<file path="config.mk">
export PLATFORM = sky130hd
export DESIGN_NAME = demux_lane_collector_flat
export DESIGN_NICKNAME = d
export VERILOG_FILES = /design/src/rtl/demux_lane_collector_pkg.sv /design/src/rtl/demux_lane_collector_if.sv /design/src/rtl/demux_lane_collector_lane_deser.sv /design/src/rtl/demux_lane_collector.sv /design/src/flat_wrapper.sv
export SDC_FILE = /design/constraint.sdc
export NUM_CORES = 1
export LEC_CHECK = 0
export BUFFER_PORTS_ARGS = -buffer_cell sky130_fd_sc_hd__buf_2
export CORE_ASPECT_RATIO = 0.5
export CORE_MARGIN = 5
export CORE_UTILIZATION = 60
export DETAILED_ROUTE_END_ITERATION = 7
export PLACE_DENSITY = 0.87
export SLEW_MARGIN = 0
export SYNTH_ARGS = -nofsm -noshare
export SYNTH_HDL_FRONTEND = slang
export SYNTH_SLANG_ARGS = --single-unit
</file>
<file path="constraint.sdc">
create_clock -name clk -period 5.3 [get_ports clk]
set_input_delay 0.53 -clock clk [delete_from_list [all_inputs] [get_ports clk]]
set_output_delay 0.53 -clock clk [all_outputs]
set_load 0.05 [all_outputs]
</file>
<file path="src/rtl/demux_lane_collector_pkg.sv">
// Shared constants and the round-robin grant function for the demux lane collector.
package demux_collector_pkg;

    localparam int NLANES     = 8;
    localparam int LANE_IDX_W = 3;

    // First pending lane at or after rr_ptr, in circular order.
    // Returns rr_ptr when nothing is pending.
    function automatic logic [LANE_IDX_W-1:0] next_rr(
        input logic [NLANES-1:0]     pending,
        input logic [LANE_IDX_W-1:0] rr_ptr
    );
        logic [LANE_IDX_W-1:0] idx;
        logic [LANE_IDX_W-1:0] grant;
        logic                  found;
        grant = rr_ptr;
        found = 1'b0;
        for (int i = 0; i < NLANES; i++) begin
            idx = rr_ptr + LANE_IDX_W'(i);
            if (!found && pending[idx]) begin
                grant = idx;
                found = 1'b1;
            end
        end
        return grant;
    endfunction

endpackage

</file>
<file path="src/rtl/demux_lane_collector_if.sv">
// Output word stream of the demux lane collector: valid/ready handshake tagged with lane index.
interface demux_lane_collector_if #(
    parameter int WORD_W = 8
) ();
    import demux_collector_pkg::*;

    logic [WORD_W-1:0]     out_data;
    logic [LANE_IDX_W-1:0] out_lane;
    logic                  out_valid;
    logic                  out_ready;
    logic                  out_perr;

    modport master (
        output out_data,
        output out_lane,
        output out_valid,
        output out_perr,
        input  out_ready
    );

    modport slave (
        input  out_data,
        input  out_lane,
        input  out_valid,
        input  out_perr,
        output out_ready
    );

endinterface

</file>
<file path="src/rtl/demux_lane_collector_lane_deser.sv">
// One collector lane: LSB-first deserialiser, bit counter, one-deep pending word and sticky overflow.
module lane_deser #(
    parameter int NBITS = 8
) (
    input  logic             clk,
    input  logic             rst,
    input  logic             cap,
    input  logic             bit_in,
    input  logic             grant,
    output logic             pending,
    output logic [NBITS-1:0] word,
    output logic             ovf
);

    localparam int CNT_W = $clog2(NBITS + 1);

    logic [NBITS-1:0] shift_reg;
    logic [CNT_W-1:0] cnt_reg;
    logic [NBITS-1:0] word_reg;
    logic             pending_reg;
    logic             ovf_reg;
    logic [NBITS-1:0] shifted;
    logic             last_bit;

    // New bits enter at the MSB so the first bit received ends up in bit 0.
    assign shifted  = {bit_in, shift_reg[NBITS-1:1]};
    assign last_bit = (cnt_reg == CNT_W'(NBITS - 1));

    always_ff @(posedge clk) begin
        if (rst) begin
            shift_reg   <= '0;
            cnt_reg     <= '0;
            word_reg    <= '0;
            pending_reg <= 1'b0;
            ovf_reg     <= 1'b0;
        end else begin
            if (grant) begin
                pending_reg <= 1'b0;
            end
            if (cap) begin
                shift_reg <= shifted;
                if (last_bit) begin
                    cnt_reg <= '0;
                    // A grant this cycle frees the slot, so the new word replaces it.
                    if (pending_reg && !grant) begin
                        ovf_reg <= 1'b1;
                    end else begin
                        word_reg    <= shifted;
                        pending_reg <= 1'b1;
                    end
                end else begin
                    cnt_reg <= cnt_reg + CNT_W'(1);
                end
            end
        end
    end

    assign pending = pending_reg;
    assign word    = word_reg;
    assign ovf     = ovf_reg;

endmodule

</file>
<file path="src/rtl/demux_lane_collector.sv">
// Collects demuxed bits into per-lane words and drains them round-robin onto one output stream.
// Optional feature: define LANE_PARITY_EN to append an even-parity bit to every lane word.
module demux_lane_collector
    import demux_collector_pkg::*;
#(
    parameter int WORD_W = 8
) (
    input  logic                    clk,
    input  logic                    rst,
    input  logic [NLANES-1:0]       d,
    input  logic [LANE_IDX_W-1:0]   sel,
    input  logic                    bit_vld,
    output logic [NLANES-1:0]       ovf,
    demux_lane_collector_if.master  out
);

`ifdef LANE_PARITY_EN
    localparam int PAR_W = 1;
`else
    localparam int PAR_W = 0;
`endif
    localparam int NBITS = WORD_W + PAR_W;

    logic [NLANES-1:0]     pending_vec;
    logic [NLANES-1:0]     grant_vec;
    logic [NBITS-1:0]      lane_word [NLANES];
    logic [NBITS-1:0]      sel_word;
    logic [LANE_IDX_W-1:0] grant_idx;
    logic                  any_pending;
    logic                  load;
    logic                  sel_perr;

    logic [WORD_W-1:0]     out_data_reg;
    logic [LANE_IDX_W-1:0] out_lane_reg;
    logic                  out_valid_reg;
    logic                  out_perr_reg;
    logic [LANE_IDX_W-1:0] rr_ptr_reg;

    generate
        for (genvar gi = 0; gi < NLANES; gi++) begin : g_lane
            lane_deser #(
                .NBITS (NBITS)
            ) u_lane (
                .clk     (clk),
                .rst     (rst),
                .cap     (bit_vld && (sel == LANE_IDX_W'(gi))),
                .bit_in  (d[gi]),
                .grant   (grant_vec[gi]),
                .pending (pending_vec[gi]),
                .word    (lane_word[gi]),
                .ovf     (ovf[gi])
            );
        end
    endgenerate

    // The output register is free when empty or being handed off this cycle.
    assign load        = !out_valid_reg || out.out_ready;
    assign any_pending = |pending_vec;
    assign grant_idx   = next_rr(pending_vec, rr_ptr_reg);
    assign grant_vec   = (load && any_pending) ? (NLANES'(1) << grant_idx) : '0;
    assign sel_word    = lane_word[grant_idx];

`ifdef LANE_PARITY_EN
    // Even parity: XOR across data plus parity bit must be zero.
    assign sel_perr = ^sel_word;
`else
    assign sel_perr = 1'b0;
`endif

    always_ff @(posedge clk) begin
        if (rst) begin
            out_data_reg  <= '0;
            out_lane_reg  <= '0;
            out_valid_reg <= 1'b0;
            out_perr_reg  <= 1'b0;
            rr_ptr_reg    <= '0;
        end else if (load) begin
            if (any_pending) begin
                out_data_reg  <= sel_word[WORD_W-1:0];
                out_lane_reg  <= grant_idx;
                out_valid_reg <= 1'b1;
                out_perr_reg  <= sel_perr;
                rr_ptr_reg    <= grant_idx + LANE_IDX_W'(1);
            end else begin
                out_valid_reg <= 1'b0;
            end
        end
    end

    assign out.out_data  = out_data_reg;
    assign out.out_lane  = out_lane_reg;
    assign out.out_valid = out_valid_reg;
    assign out.out_perr  = out_perr_reg;

endmodule

</file>
<file path="src/flat_wrapper.sv">
// flat-port wrapper written by rule: the top's interface ports become plain ports
module demux_lane_collector_flat import demux_collector_pkg::*;
#(
    parameter int WORD_W = 8
)
  (clk, rst, d, sel, bit_vld, ovf, out_out_data, out_out_lane, out_out_valid, out_out_perr, out_out_ready);
  demux_lane_collector_if #(.WORD_W(WORD_W)) out_i ();
  input  logic clk;
  input  logic rst;
  input  logic [NLANES-1:0] d;
  input  logic [LANE_IDX_W-1:0] sel;
  input  logic bit_vld;
  output logic [NLANES-1:0] ovf;
  output wire logic [$bits(out_i.out_data)-1:0] out_out_data;
  output wire logic [$bits(out_i.out_lane)-1:0] out_out_lane;
  output wire logic [$bits(out_i.out_valid)-1:0] out_out_valid;
  output wire logic [$bits(out_i.out_perr)-1:0] out_out_perr;
  input wire logic [$bits(out_i.out_ready)-1:0] out_out_ready;
  assign out_out_data = out_i.out_data;
  assign out_out_lane = out_i.out_lane;
  assign out_out_valid = out_i.out_valid;
  assign out_out_perr = out_i.out_perr;
  assign out_i.out_ready = out_out_ready;
  demux_lane_collector #(.WORD_W(WORD_W)) u_core (.clk(clk), .rst(rst), .d(d), .sel(sel), .bit_vld(bit_vld), .ovf(ovf), .out(out_i));
endmodule
</file>
==> summary.md <==
| Metric | Value |
|---|---|
| Status | `finished clean` |
| Final Max Tran Viols | `0` |
| Most Frequent Cell on Critical Path | `a221o_1` |
| PD cells | `285 nW/um^2` |
| Mapped Nets | `1019` |
| Critical Path Source Type | `flop` |
| Vias in the first global route | `6960` |
| IO buf count | `34` |
| Num CTS Buffers | `17` |
| Worst path cell trace | `inv_1 > ha_1 > mux4_2 > mux2_2 > o32ai_2 > a221o_1 > a221o_1 > nand2_2 > o41ai_4 > mux2i_1` |
| Type of the worst min-delay path | `in2reg` |
| Routed length per instance | `18.9 um` |
| CTS tree | `built` |
| Hold Buf Count CTS | `0` |
| Worst Path Arrival | `5370 ps` |
| Crit share post-route | `94.6%` |
| Initial antenna violation count | `0` |
| # setup viols final | `0` |
| Initial DRC count | `997` |
| Post-DP HPWL | `15700 um` |
| DIE HEIGHT | `95.4 um` |
| DRC violations left | `0` |
| GRT Util Overall | `26.6%` |
| Synth top area share | `41.9%` |
| Die Wd | `181 um` |
| Worst-case clock buffer depth | `2` |
| Setup tns final | `0 ps` |
| Via count | `7474` |
| Filler cell count | `1068` |
| Routed wire length | `22700 um` |
| Synth unique cells | `69` |
| GRT Residual Overflow | `0` |
| Synthesized flop and latch total | `183` |
| CTS root buf | `clkbuf_16` |
| Initial core utilization | `60.8%` |
| PnR Total Power | `2.72 mW` |
| Antenna Nets Post-Route | `0` |
| Dpl ws | `344 ps` |
| Yosys warns | `0` |
| Worst Setup Path Type | `reg2reg` |
| Syn Std Cell Area | `8750 um^2` |
| Synth area leader | `dfxtp_1` |
| GP Congestion | `0.964` |
| Cells after synthesis | `993` |
| First-pass DRT Iterations | `5` |
| Slowest CP cell | `o41ai_4` |
| Top-count cell post-synth | `nand2_1` |
| Core ar. | `14400 um^2` |
| Ranking of synthesized cells by area | `dfxtp_1, nand2_1, mux2i_1, mux4_2, a21oi_1` |
| Share of layout cells above drive strength 1 | `12.9%` |
| Synthesized area per cell | `8.81 um^2` |
| Max-cap violations | `0` |
| Ys async rst share | `0%` |
| Leak Pwr | `3.31 nW` |
| Post-synth top flop | `dfxtp_1` |
| R2r worst-path depth | `10` |
| Clock transition at path regs | `70 ps` |
| Most frequent cells after synthesis | `nand2_1, dfxtp_1, a21oi_1` |
| RSZ-0062 raised after global routing | `no` |
| Post-synth EDFFs | `0` |
| Clk_lat worst skew | `430 ps` |
| Worst Setup End Kind | `flop` |
| CP Buf/Inv Count | `1` |
| Hold Vio Cnt, Final | `0` |
| DIE AREA | `17200 um^2` |
| Worst slew pin tran | `1060 ps` |
| Postcts setup bufs | `0` |
| Register area share after synthesis | `41.9%` |
| Worst path max stage delay | `860 ps` |
| Levels on crit path | `10` |
| Syn-to-layout area delta | `9.14%` |
| Largest delay share family, worst path | `compound AO/OA/AOI/OAI gates` |
| Final worst slack | `285 ps` |
| Slew margin rel. | `29.0%` |
| Highest clock rate | `199 MHz` |
| Nets | `1019` |
| IO Pins | `36` |
| Tmin final | `5010 ps` |
| Largest net degree at the start of global routing | `78` |
| CP max FO | `16` |
| VDD IR-drop max | `0.212 mV` |
| Flip-flop count of the largest register after layout | `64` |
| Worst EP required | `5650 ps` |
| Row count | `31` |
| Vias per cell | `6.21` |
| H-tree depth | `4` |
| WHS Path Cells | `3` |
| Sinks on the clock net | `183` |
| First-pass GRT wire length | `36600 um` |
| ANT cells | `0` |
| Clock Skew | `10.3 ps` |
-- routing by layer --
metal	part of all wire [%]	up-vias	wire, um	global-route usage, %
met5	0	-	0	0
met4	2.3	0	521	9.31
met3	7.4	60	1690	4.38
met2	47	332	10700	44.2
met1	43	3600	9850	35.7
li1	-	3482	-	-
-- cell families (layout without fill, tap and decap cells) --
kind of cell,count (synthesis),in the layout,share of synthesized area (%)
DFF,183,183,41.9
adders and majority gates,11,11,1.57
AOI/OAI and AO/OA,181,181,14.6
xor gates and xnor gates,21,21,2.10
buffers and inverters,73,86,3.99
and+or+nand+nor,419,419,20.7
other,1,1,0.0429
muxes,104,104,15.1
-- path summary, 6_finish.rpt --
kind | from | endpoint | slack (ps)
min reg2reg | u_core.g_lane[4].u_lane.shift_reg[1] | u_core.g_lane[4].u_lane.shift_reg[1] | 460
max reg2reg | u_core.rr_ptr_reg[1] | u_core.g_lane[0].u_lane.word[3] | 290
min | d[5] | u_core.g_lane[5].u_lane.shift_reg[7] | 350
max | u_core.rr_ptr_reg[1] | u_core.g_lane[0].u_lane.word[3] | 290
-- repair_timing --
item | CTS | global route
endpoints found under the hold margin | 0 | 0
endpoints found under the setup margin | 0 | 9
resized for setup | 0 | 1
-- cell type report --
type	instances	area (um^2)	share of cell area (%)
flip-flops and latches	183	3660	38.4
well taps	198	248	2.59
repair buffers	48	278	2.91
multi-input cells	737	4740	49.7
clock inverters	15	168	1.76
inverters	6	23.8	0.249
clock buffers	17	425	4.46
-- power by group --
group / internal [mW] / total, mW / switching, mW
clock: 0.706 / 1.27 / 0.566
sequential: 1.38 / 1.38 / 0.00363
combinational: 0.0139 / 0.0663 / 0.0523
-- worst reg2reg max path: stages (launching register included) --
cell	delay [ps]
dfxtp_1	330
inv_1	100
ha_1	700
mux4_2	600
mux2_2	320
o32ai_2	460
a221o_1	310
a221o_1	510
nand2_2	480
o41ai_4	870
mux2i_1	270
-- cells in the final DEF (no fill, tap or decap), types with 3 or more instances in the layout --
cell type  netlist  final
and3_1           5      5
xnor2_1          7      7
or3_1            4      4
buf_2            6     33
inv_6            0      6
a41oi_1          8      8
o221a_2          3      3
mux2_2           8      8
clkinv_2         0      4
o21ai_0         22     22
a21oi_1         88     88
nor2b_1          5      5
nor2_1          39     39
ha_1            11     11
nand4b_1         7      7
dfxtp_1        183    183
nand4_1         16     16
a211oi_1         3      3
or2_2            4      4
buf_4           12     15
o221ai_1         3      3
o211a_1          5      5
nor3b_1          3      3
mux4_2          21     21
nor3_1          13     13
o31ai_1         16     16
mux2i_1         71     71
clkbuf_16        0     17
nand2_1        284    284
xor2_1          14     14
mux2_1           3      3
o41ai_4          4      4
nand3_1         20     20
inv_1            4      4
nand2b_1         7      7
-- metrics by stage --
| step | cell area (um^2) | std cells | hold WS (ps) | utilization, % |
|---|---|---|---|---|
| 6_report | 9550 | 1204 | 349 | 66.4 |
| 4_1_cts | 9540 | 1204 | 338 | 66.3 |
| 2_1_floorplan | 8750 | 993 | 426 | - |
| 3_3_place_gp | 8950 | 1172 | 430 | 62.2 |
| 3_5_place_dp | 8950 | 1172 | 446 | 62.2 |
| 5_1_grt | 9550 | 1204 | 356 | 66.4 |
No activity file was read; power rests on OpenSTA's default activity.
